File: src/rtl/triangle_setup_engine.sv
// Triangle setup: latches vertices, computes 2x signed area and an 8.24 inverse area
// with a serial restoring divider. Optional back-face culling via TRI_BACKFACE_CULL_EN.
module triangle_setup_engine #(
    parameter int FRAC_BITS = 24,
    parameter int CNT_W     = 16
) (
    input  logic             axi_aclk,
    input  logic             reset,
    input  logic             in_valid,
    output logic             in_ready,
    input  logic [8:0]       in_v1x,
    input  logic [8:0]       in_v2x,
    input  logic [8:0]       in_v3x,
    input  logic [7:0]       in_v1y,
    input  logic [7:0]       in_v2y,
    input  logic [7:0]       in_v3y,
    input  logic [15:0]      in_z1,
    input  logic [15:0]      in_z2,
    input  logic [15:0]      in_z3,
    input  logic [7:0]       in_color,
    output logic [8:0]       v1x,
    output logic [8:0]       v2x,
    output logic [8:0]       v3x,
    output logic [7:0]       v1y,
    output logic [7:0]       v2y,
    output logic [7:0]       v3y,
    output logic [15:0]      z1,
    output logic [15:0]      z2,
    output logic [15:0]      z3,
    output logic [7:0]       color,
    output logic [31:0]      inv_area,
    output logic             triangle_valid,
    input  logic             triangle_ready,
    output logic             busy,
    output logic [CNT_W-1:0] degenerate_count
);
    localparam int DW = $clog2(FRAC_BITS + 1);

    typedef enum logic [1:0] {IDLE, AREA, DIV, OUT} state_t;
    state_t state, state_nx;

    logic signed [19:0] area2_r, area2_c;
    logic signed [19:0] ax1, ax2, ax3, ay1, ay2, ay3;
    logic [19:0]        div_d, rem_r, rem_nx;
    logic [20:0]        rem_sh;
    logic               rem_ge, drop;
    logic [FRAC_BITS:0] quo_r, quo_nx;
    logic [DW-1:0]      cnt_r;

    // Operands are taken from the output registers, latched on acceptance.
    assign ax1 = signed'({11'd0, v1x});
    assign ax2 = signed'({11'd0, v2x});
    assign ax3 = signed'({11'd0, v3x});
    assign ay1 = signed'({12'd0, v1y});
    assign ay2 = signed'({12'd0, v2y});
    assign ay3 = signed'({12'd0, v3y});
    assign area2_c = ax1 * (ay2 - ay3) + ax2 * (ay3 - ay1) + ax3 * (ay1 - ay2);

`ifdef TRI_BACKFACE_CULL_EN
    assign drop = (area2_c == 20'sd0) || area2_c[19];
`else
    assign drop = (area2_c == 20'sd0);
`endif

    // One quotient bit per cycle; the dividend 2^FRAC_BITS feeds a single 1 on the first step.
    assign div_d  = area2_r[19] ? 20'(-area2_r) : 20'(area2_r);
    assign rem_sh = {rem_r, (cnt_r == DW'(FRAC_BITS))};
    assign rem_ge = (rem_sh >= {1'b0, div_d});
    assign rem_nx = rem_ge ? 20'(rem_sh - {1'b0, div_d}) : rem_sh[19:0];
    assign quo_nx = {quo_r[FRAC_BITS-1:0], rem_ge};

    assign in_ready       = (state == IDLE);
    assign busy           = (state != IDLE);
    assign triangle_valid = (state == OUT);

    always_ff @(posedge axi_aclk) begin
        if (reset) state <= IDLE;
        else       state <= state_nx;
    end

    always_comb begin
        state_nx = state;
        case (state)
            IDLE: if (in_valid) state_nx = AREA;
            AREA: state_nx = drop ? IDLE : DIV;
            DIV:  if (cnt_r == '0) state_nx = OUT;
            OUT:  if (triangle_ready) state_nx = IDLE;
            default: state_nx = IDLE;
        endcase
    end

    always_ff @(posedge axi_aclk) begin
        if (reset) begin
            {v1x, v2x, v3x}  <= '0;
            {v1y, v2y, v3y}  <= '0;
            {z1, z2, z3}     <= '0;
            color            <= '0;
            inv_area         <= '0;
            degenerate_count <= '0;
            area2_r          <= '0;
            rem_r            <= '0;
            quo_r            <= '0;
            cnt_r            <= '0;
        end else begin
            case (state)
                IDLE: if (in_valid) begin
                    v1x <= in_v1x; v2x <= in_v2x; v3x <= in_v3x;
                    v1y <= in_v1y; v2y <= in_v2y; v3y <= in_v3y;
                    z1  <= in_z1;  z2  <= in_z2;  z3  <= in_z3;
                    color <= in_color;
                end
                AREA: begin
                    area2_r <= area2_c;
                    rem_r   <= '0;
                    quo_r   <= '0;
                    cnt_r   <= DW'(FRAC_BITS);
                    if (drop) degenerate_count <= degenerate_count + 1'b1;
                end
                DIV: begin
                    rem_r <= rem_nx;
                    quo_r <= quo_nx;
                    cnt_r <= cnt_r - 1'b1;
                    if (cnt_r == '0) inv_area <= 32'(quo_nx);
                end
                default: ;
            endcase
        end
    end
endmodule

File: config.mk
export PLATFORM = sky130hd
export DESIGN_NAME = triangle_setup_engine
export DESIGN_NICKNAME = d
export VERILOG_FILES = /design/src/rtl/triangle_setup_engine.sv
export SDC_FILE = /design/constraint.sdc
export NUM_CORES = 1
export LEC_CHECK = 0
export CORE_MARGIN = 5
export CORE_UTILIZATION = 30
export DETAILED_ROUTE_END_ITERATION = 6
export HOLD_SLACK_MARGIN = 0.06
export PLACE_DENSITY = 0.6
export SLEW_MARGIN = 20
export SYNTH_ARGS = -nofsm -noshare
export SYNTH_HDL_FRONTEND = slang
export SYNTH_SLANG_ARGS = --single-unit
File: constraint.sdc
create_clock -name axi_aclk -period 9.2 [get_ports axi_aclk]
set_clock_uncertainty 0.05 [all_clocks]
set_input_delay 1.84 -clock axi_aclk [delete_from_list [all_inputs] [get_ports axi_aclk]]
set_output_delay 1.84 -clock axi_aclk [all_outputs]
set_load 0.02 [all_outputs]
; After elaboration in Yosys (flattened, before gate mapping)
; Cells that the tools add are included.
[op_classes]
addsub = 9
muxes = 10
n_lt_le_gt_ge = 1
n_mul = 3
n_reduce_logical = 9
n_eq_ne = 7
[ops]
columns = op, n
row1 = 10-bit by 9-bit multiplier with 19-bit output, 3
row2 = 24-bit case mux with 2 select lines, 1
row3 = 20-bit two-way mux, 2
row4 = 20-bit case mux with 2 select lines, 1
row5 = 8-bit by 8-bit subtractor with 9-bit output, 3
row6 = 21-bit by 20-bit >= comparator with 1-bit output, 1
row7 = 19-bit by 19-bit adder with 20-bit output, 1
row8 = 20-bit by 19-bit adder with 20-bit output, 1
row9 = 20-bit logical NOT, 1
row10 = 20-bit negation, 1
row11 = 20-bit subtractor, 1
row12 = 16-bit by 1-bit adder with 16-bit output (second input constant), 1
row13 = 5-bit case mux with 2 select lines, 1
row14 = 2-bit two-way mux, 4
row15 = 2-bit case mux with 4 select lines, 1
row16 = 2-bit AND reduction, 3
row17 = 5-bit == test (second input constant), 1
row18 = 5-bit logical NOT, 1
row19 = 5-bit by 1-bit subtractor with 5-bit output (second input constant), 1
row20 = 2-bit == test (second input constant), 2
row21 = 2-bit inequality test (second input constant), 2
row22 = 2-bit nonzero test, 2
row23 = 3-bit AND reduction, 1
row24 = 2-bit by 1-bit == test with 1-bit output (second input constant), 1
row25 = other kinds (2), 2
[totals]
register_bits = 219
wordCells = 56

; Logic depth before layout (Yosys ltp)
[depth]
ltp_word = 7
ltp_mapped = 36

; Least setup slack after synthesis
; No wires, ideal clock.
[synth_timing]
path_kind = flip-flop to flip-flop
startpoint = reg v1y[1]
endpoint = reg degenerate_count[15]
n_path_buf = 0
t_required_ps = 9080
arrival_time_ps = 8843
slack_ps = 237
stages_incl_launch_ff = 34
cell_sequence = dfxtp_1 -> inv_1 -> ha_1 -> nor2b_1 -> o21ai_0 -> nand2b_1 -> a21o_1 -> a21o_1 -> a21o_1 -> a21oi_1 -> xnor2_1 -> nand2_1 -> fa_1 -> inv_1 -> fa_1 -> fa_1 -> fa_1 -> inv_1 -> fa_1 -> inv_1 -> fa_1 -> inv_1 -> fa_1 -> inv_1 -> ha_1 -> ha_1 -> or2_2 -> a211oi_1 -> o211ai_1 -> or4_4 -> nor4_4 -> nand4_2 -> or4_1 -> a21oi_1
[synth_between]
elab_chain_len = 6
[synth_rtl]
columns = item, line
row1 = "start, declared", 24  ; output logic [7:0] v1y,
row2 = "start signal, assigned", 108  ; v1y <= in_v1y; v2y <= in_v2y; v3y <= in_v3y;
row3 = 8-bit by 8-bit subtractor with 9-bit output, 57  ; assign area2_c = ax1 * (ay2 - ay3) + ax2 * (ay3 - ay1) + ax3 * (ay1 - ay2);
row4 = 10-bit by 9-bit multiplier with 19-bit output, 57
row5 = 19-bit by 19-bit adder with 20-bit output, 57
row6 = 20-bit by 19-bit adder with 20-bit output (*), 57
row7 = 20-bit logical NOT (*), 62  ; assign drop = (area2_c == 20'sd0);
row8 = 2-bit AND reduction (no line) (*), --
row9 = "end signal, assigned", 117  ; if (drop) degenerate_count <= degenerate_count + 1'b1;
row10 = "end, declared", 35  ; output logic [CNT_W-1:0] degenerate_count
; Every way passes the cells marked *; elsewhere a longest branch is shown, timed or not.
; A chain may end at the register's enable or synchronous reset.

; Worst setup path after layout
; Ends and elaborated chain as after synthesis.

==> impl_metrics.yaml <==
timing:
  slew_headroom_pct: 36.6
  period_minus_slack_ns: 8.93
  finalCritPeriodShare_pct: 97.0
  whs_ns: 0.402
  rsz0062_at_grt: "yes"
  max_freq_mhz: 112
  tightest_slew_ns: 0.950
  fin_tns_setup_ns: 0
  setup_viol: 0
  final_max_slew_viol_count: 0
  hold_viol: 0
run_status:
  outcome: "finished clean"
finish:
  layout_common_cells: "nand2_1, inv_1, clkdlybuf4s50_1"
  drive_gt1_share_pct: 7.23
  design_area_mm2: 0.0243
  regArea_mm2: 0.00439
  post-route-util_pct: 37.9
  n_fill_cell: 6567
  area_growth_syn_to_layout_pct: 26.0
  fin_nets: 3055
  final_common_cell: "nand2_1"
  multiInputGateArea_mm2: 0.0136
synthesis:
  synth.distinct_cells: 71
  async_reset_ff_share_pct: 0
  synth_fa_ha_area_share_pct: 34.3
  synth_area_mm2: 0.0193
  synth_area_per_cell_um2: 8.43
  synth_simple_gate_area_share_pct: 18.9
  synthMuxAreaShare_pct: 1.20
  synth_top_flop_cell: "dfxtp_1"
  synth_compound_area_share_pct: 11.0
  synth_top_family_by_area: "adder cells"
  synth_warnings: 0
  synth_edf_count: 0
  yosysSeqAreaShare_pct: 22.7
  synth_xor_area_share_pct: 3.16
  synth_seq_cells: 219
  netlist_instances: 2289
worst_setup_path:
  critPathRequiredTime_ns: 9.64
  worstPathArrival_ns: 9.36
  cpPeakStageDelay_ns: 0.62
  reg2reg_to: "degenerate_count[15]$_SDFFE_PP0P_"
  ff2ff_path_depth: 31
  worstPathMaxFanout: 5
  critPathKind: "flip-flop to flip-flop"
  r2r_start: "v1y[1]$_SDFFE_PP0P_"
  reg2reg_slack_ns: 0.27
  crit_path_end_kind: "flip-flop"
  crit_path_top_delay_cell: "fa_1"
  cp-start-kind: "flip-flop"
  cpMostUsedCell: "fa_1"
route:
  drc: 0
  drtIter0Drc: 749
  ant_nets: 0
  drt_first_pass_iters: 5
  post_drt_via_cell_ratio: 4.61
  wl_um: 52600
  wl_per_cell_um: 15.4
  vias: 15700
die:
  fp-row-count: 93
  dieArea_mm2: 0.0695
  start_util_pct: 30.1
  ios: 269
  die_h_um: 264
  die_w_um: 264
  core_region_area_mm2: 0.0641
clock_network:
  cts_root_buf: "clkbuf_16"
  cts_tree: "done"
  htree_levels: 1
  clk_pin_slew_ns: 0.07
  max-clock-path-buffers: 3
  clock_latency_ns: 0.56
  numCtsBuffers: 26
  clock-sinks: 219
global_route:
  grt-ovfl-total: 0
  grt_antenna_before_repair: 2
  grt_pass1_wl_um: 84800
  grt_max_degree: 125
  grt_util_all_layers_pct: 14.6
  first_global_vias: 15700
worst_hold_path:
  worstHoldStart: "z3[0]$_SDFFE_PP0P_"
  whs_endpoint: "z3[0]$_SDFFE_PP0P_"
  hp-class: "flip-flop to flip-flop"
  whs_path_depth: 2
placement:
  dp_hpwl_um: 41100
  gp_congestion: 0.811
  placed_area_mm2: 0.0231
  io_buffers: 261
run:
  maxCapViolCount: 0
[per-layer routing]
metal / up-vias / GRT usage, % / part of all wire, %
li1: 7777 / - / -
met1: 7669 / 19.2 / 44
met2: 255 / 25.1 / 49
met3: 43 / 2.92 / 5.2
met4: 0 / 3.05 / 1.7
met5: - / 0 / 0
[logic make-up after synthesis]
family / after synthesis
and+or+nand+nor: 782
buffers and inverters: 442
adders and majority gates: 399
AOI/OAI and AO/OA: 355
DFF: 219
xor gates and xnor gates: 68
muxes: 23
other: 1
[critical path: cells and delay by family, from the launching register on]
| kind | cells | cell delay [ns] |
|---|---|---|
| and+or+nand+nor | 7 | 1.82 |
| buffers and inverters | 4 | 0.58 |
| AOI/OAI and AO/OA | 9 | 1.52 |
| adders and majority gates | 10 | 4.36 |
| xor gates and xnor gates | 1 | 0.17 |
| DFF | 1 | 0.32 |
[area by class of cell]
class                   count  share of cell area, %
well taps                 855                   4.40
inverters                 334                   5.18
multi-input cells        1634                   55.8
clock inverters             8                  0.268
repair buffers            330                   13.3
clock buffers              35                   2.98
diodes                      2                 0.0206
flip-flops and latches    219                   18.1
[worst max path at each step]
stage | slack [ns] | to | from | depth (start not counted)
detailed placement | -0.07 | degenerate_count[15]$_SDFFE_PP0P_ | v1y[1]$_SDFFE_PP0P_ | 31
floorplan | 0.24 | degenerate_count[15]$_SDFFE_PP0P_ | v1y[1]$_SDFFE_PP0P_ | 33
CTS | 0.03 | degenerate_count[15]$_SDFFE_PP0P_ | v1y[1]$_SDFFE_PP0P_ | 34
global placement | 0.08 | degenerate_count[15]$_SDFFE_PP0P_ | v1y[1]$_SDFFE_PP0P_ | 32
finish | 0.27 | degenerate_count[15]$_SDFFE_PP0P_ | v1y[1]$_SDFFE_PP0P_ | 31
global route | -0.07 | degenerate_count[15]$_SDFFE_PP0P_ | v1y[1]$_SDFFE_PP0P_ | 31
[sequential cells by signal (all words and copies together), names as in the netlist, 5 cells and up, named ones only]
signal            count
color                 8
v1x                   9
degenerate_count     16
quo_r                24
z1                   16
inv_area             25
cnt_r                 5
z2                   16
v2y                   8
z3                   16
rem_r                20
v3y                   8
v2x                   9
area2_r              20
v3x                   9
v1y                   8
[per-stage QoR]
stage / cells / worst slack (ns)
detailed placement: 3363 / -0.0673
finish: 3417 / 0.273
floorplan: 2295 / 0.237
global route: 3417 / -0.0747
CTS: 3406 / 0.0261
global placement: 3363 / 0.0830
[Yosys cell counts, types with 35 or more instances]
master	instances	area, µm²
a21oi_1	207	1040
and2_1	87	544
clkbuf_1	96	360
dfxtp_1	219	4380
fa_1	217	4340
ha_1	182	2280
inv_1	333	1250
nand2_1	430	1610
nand2b_1	42	263
nand3_1	41	205
nor2_1	76	285
o21ai_0	35	175
[repair_timing]
action	in CTS	in global routing
hold endpoints to repair	0	0
cloned	0	4
resized for setup	5	67
setup endpoints to repair	9	17
pin swaps	0	37
setup buffers	0	5
hold buffers	0	0
Power is not shown: default switching activity piles up to over one toggle a cycle in this logic, so the estimate is an artifact.
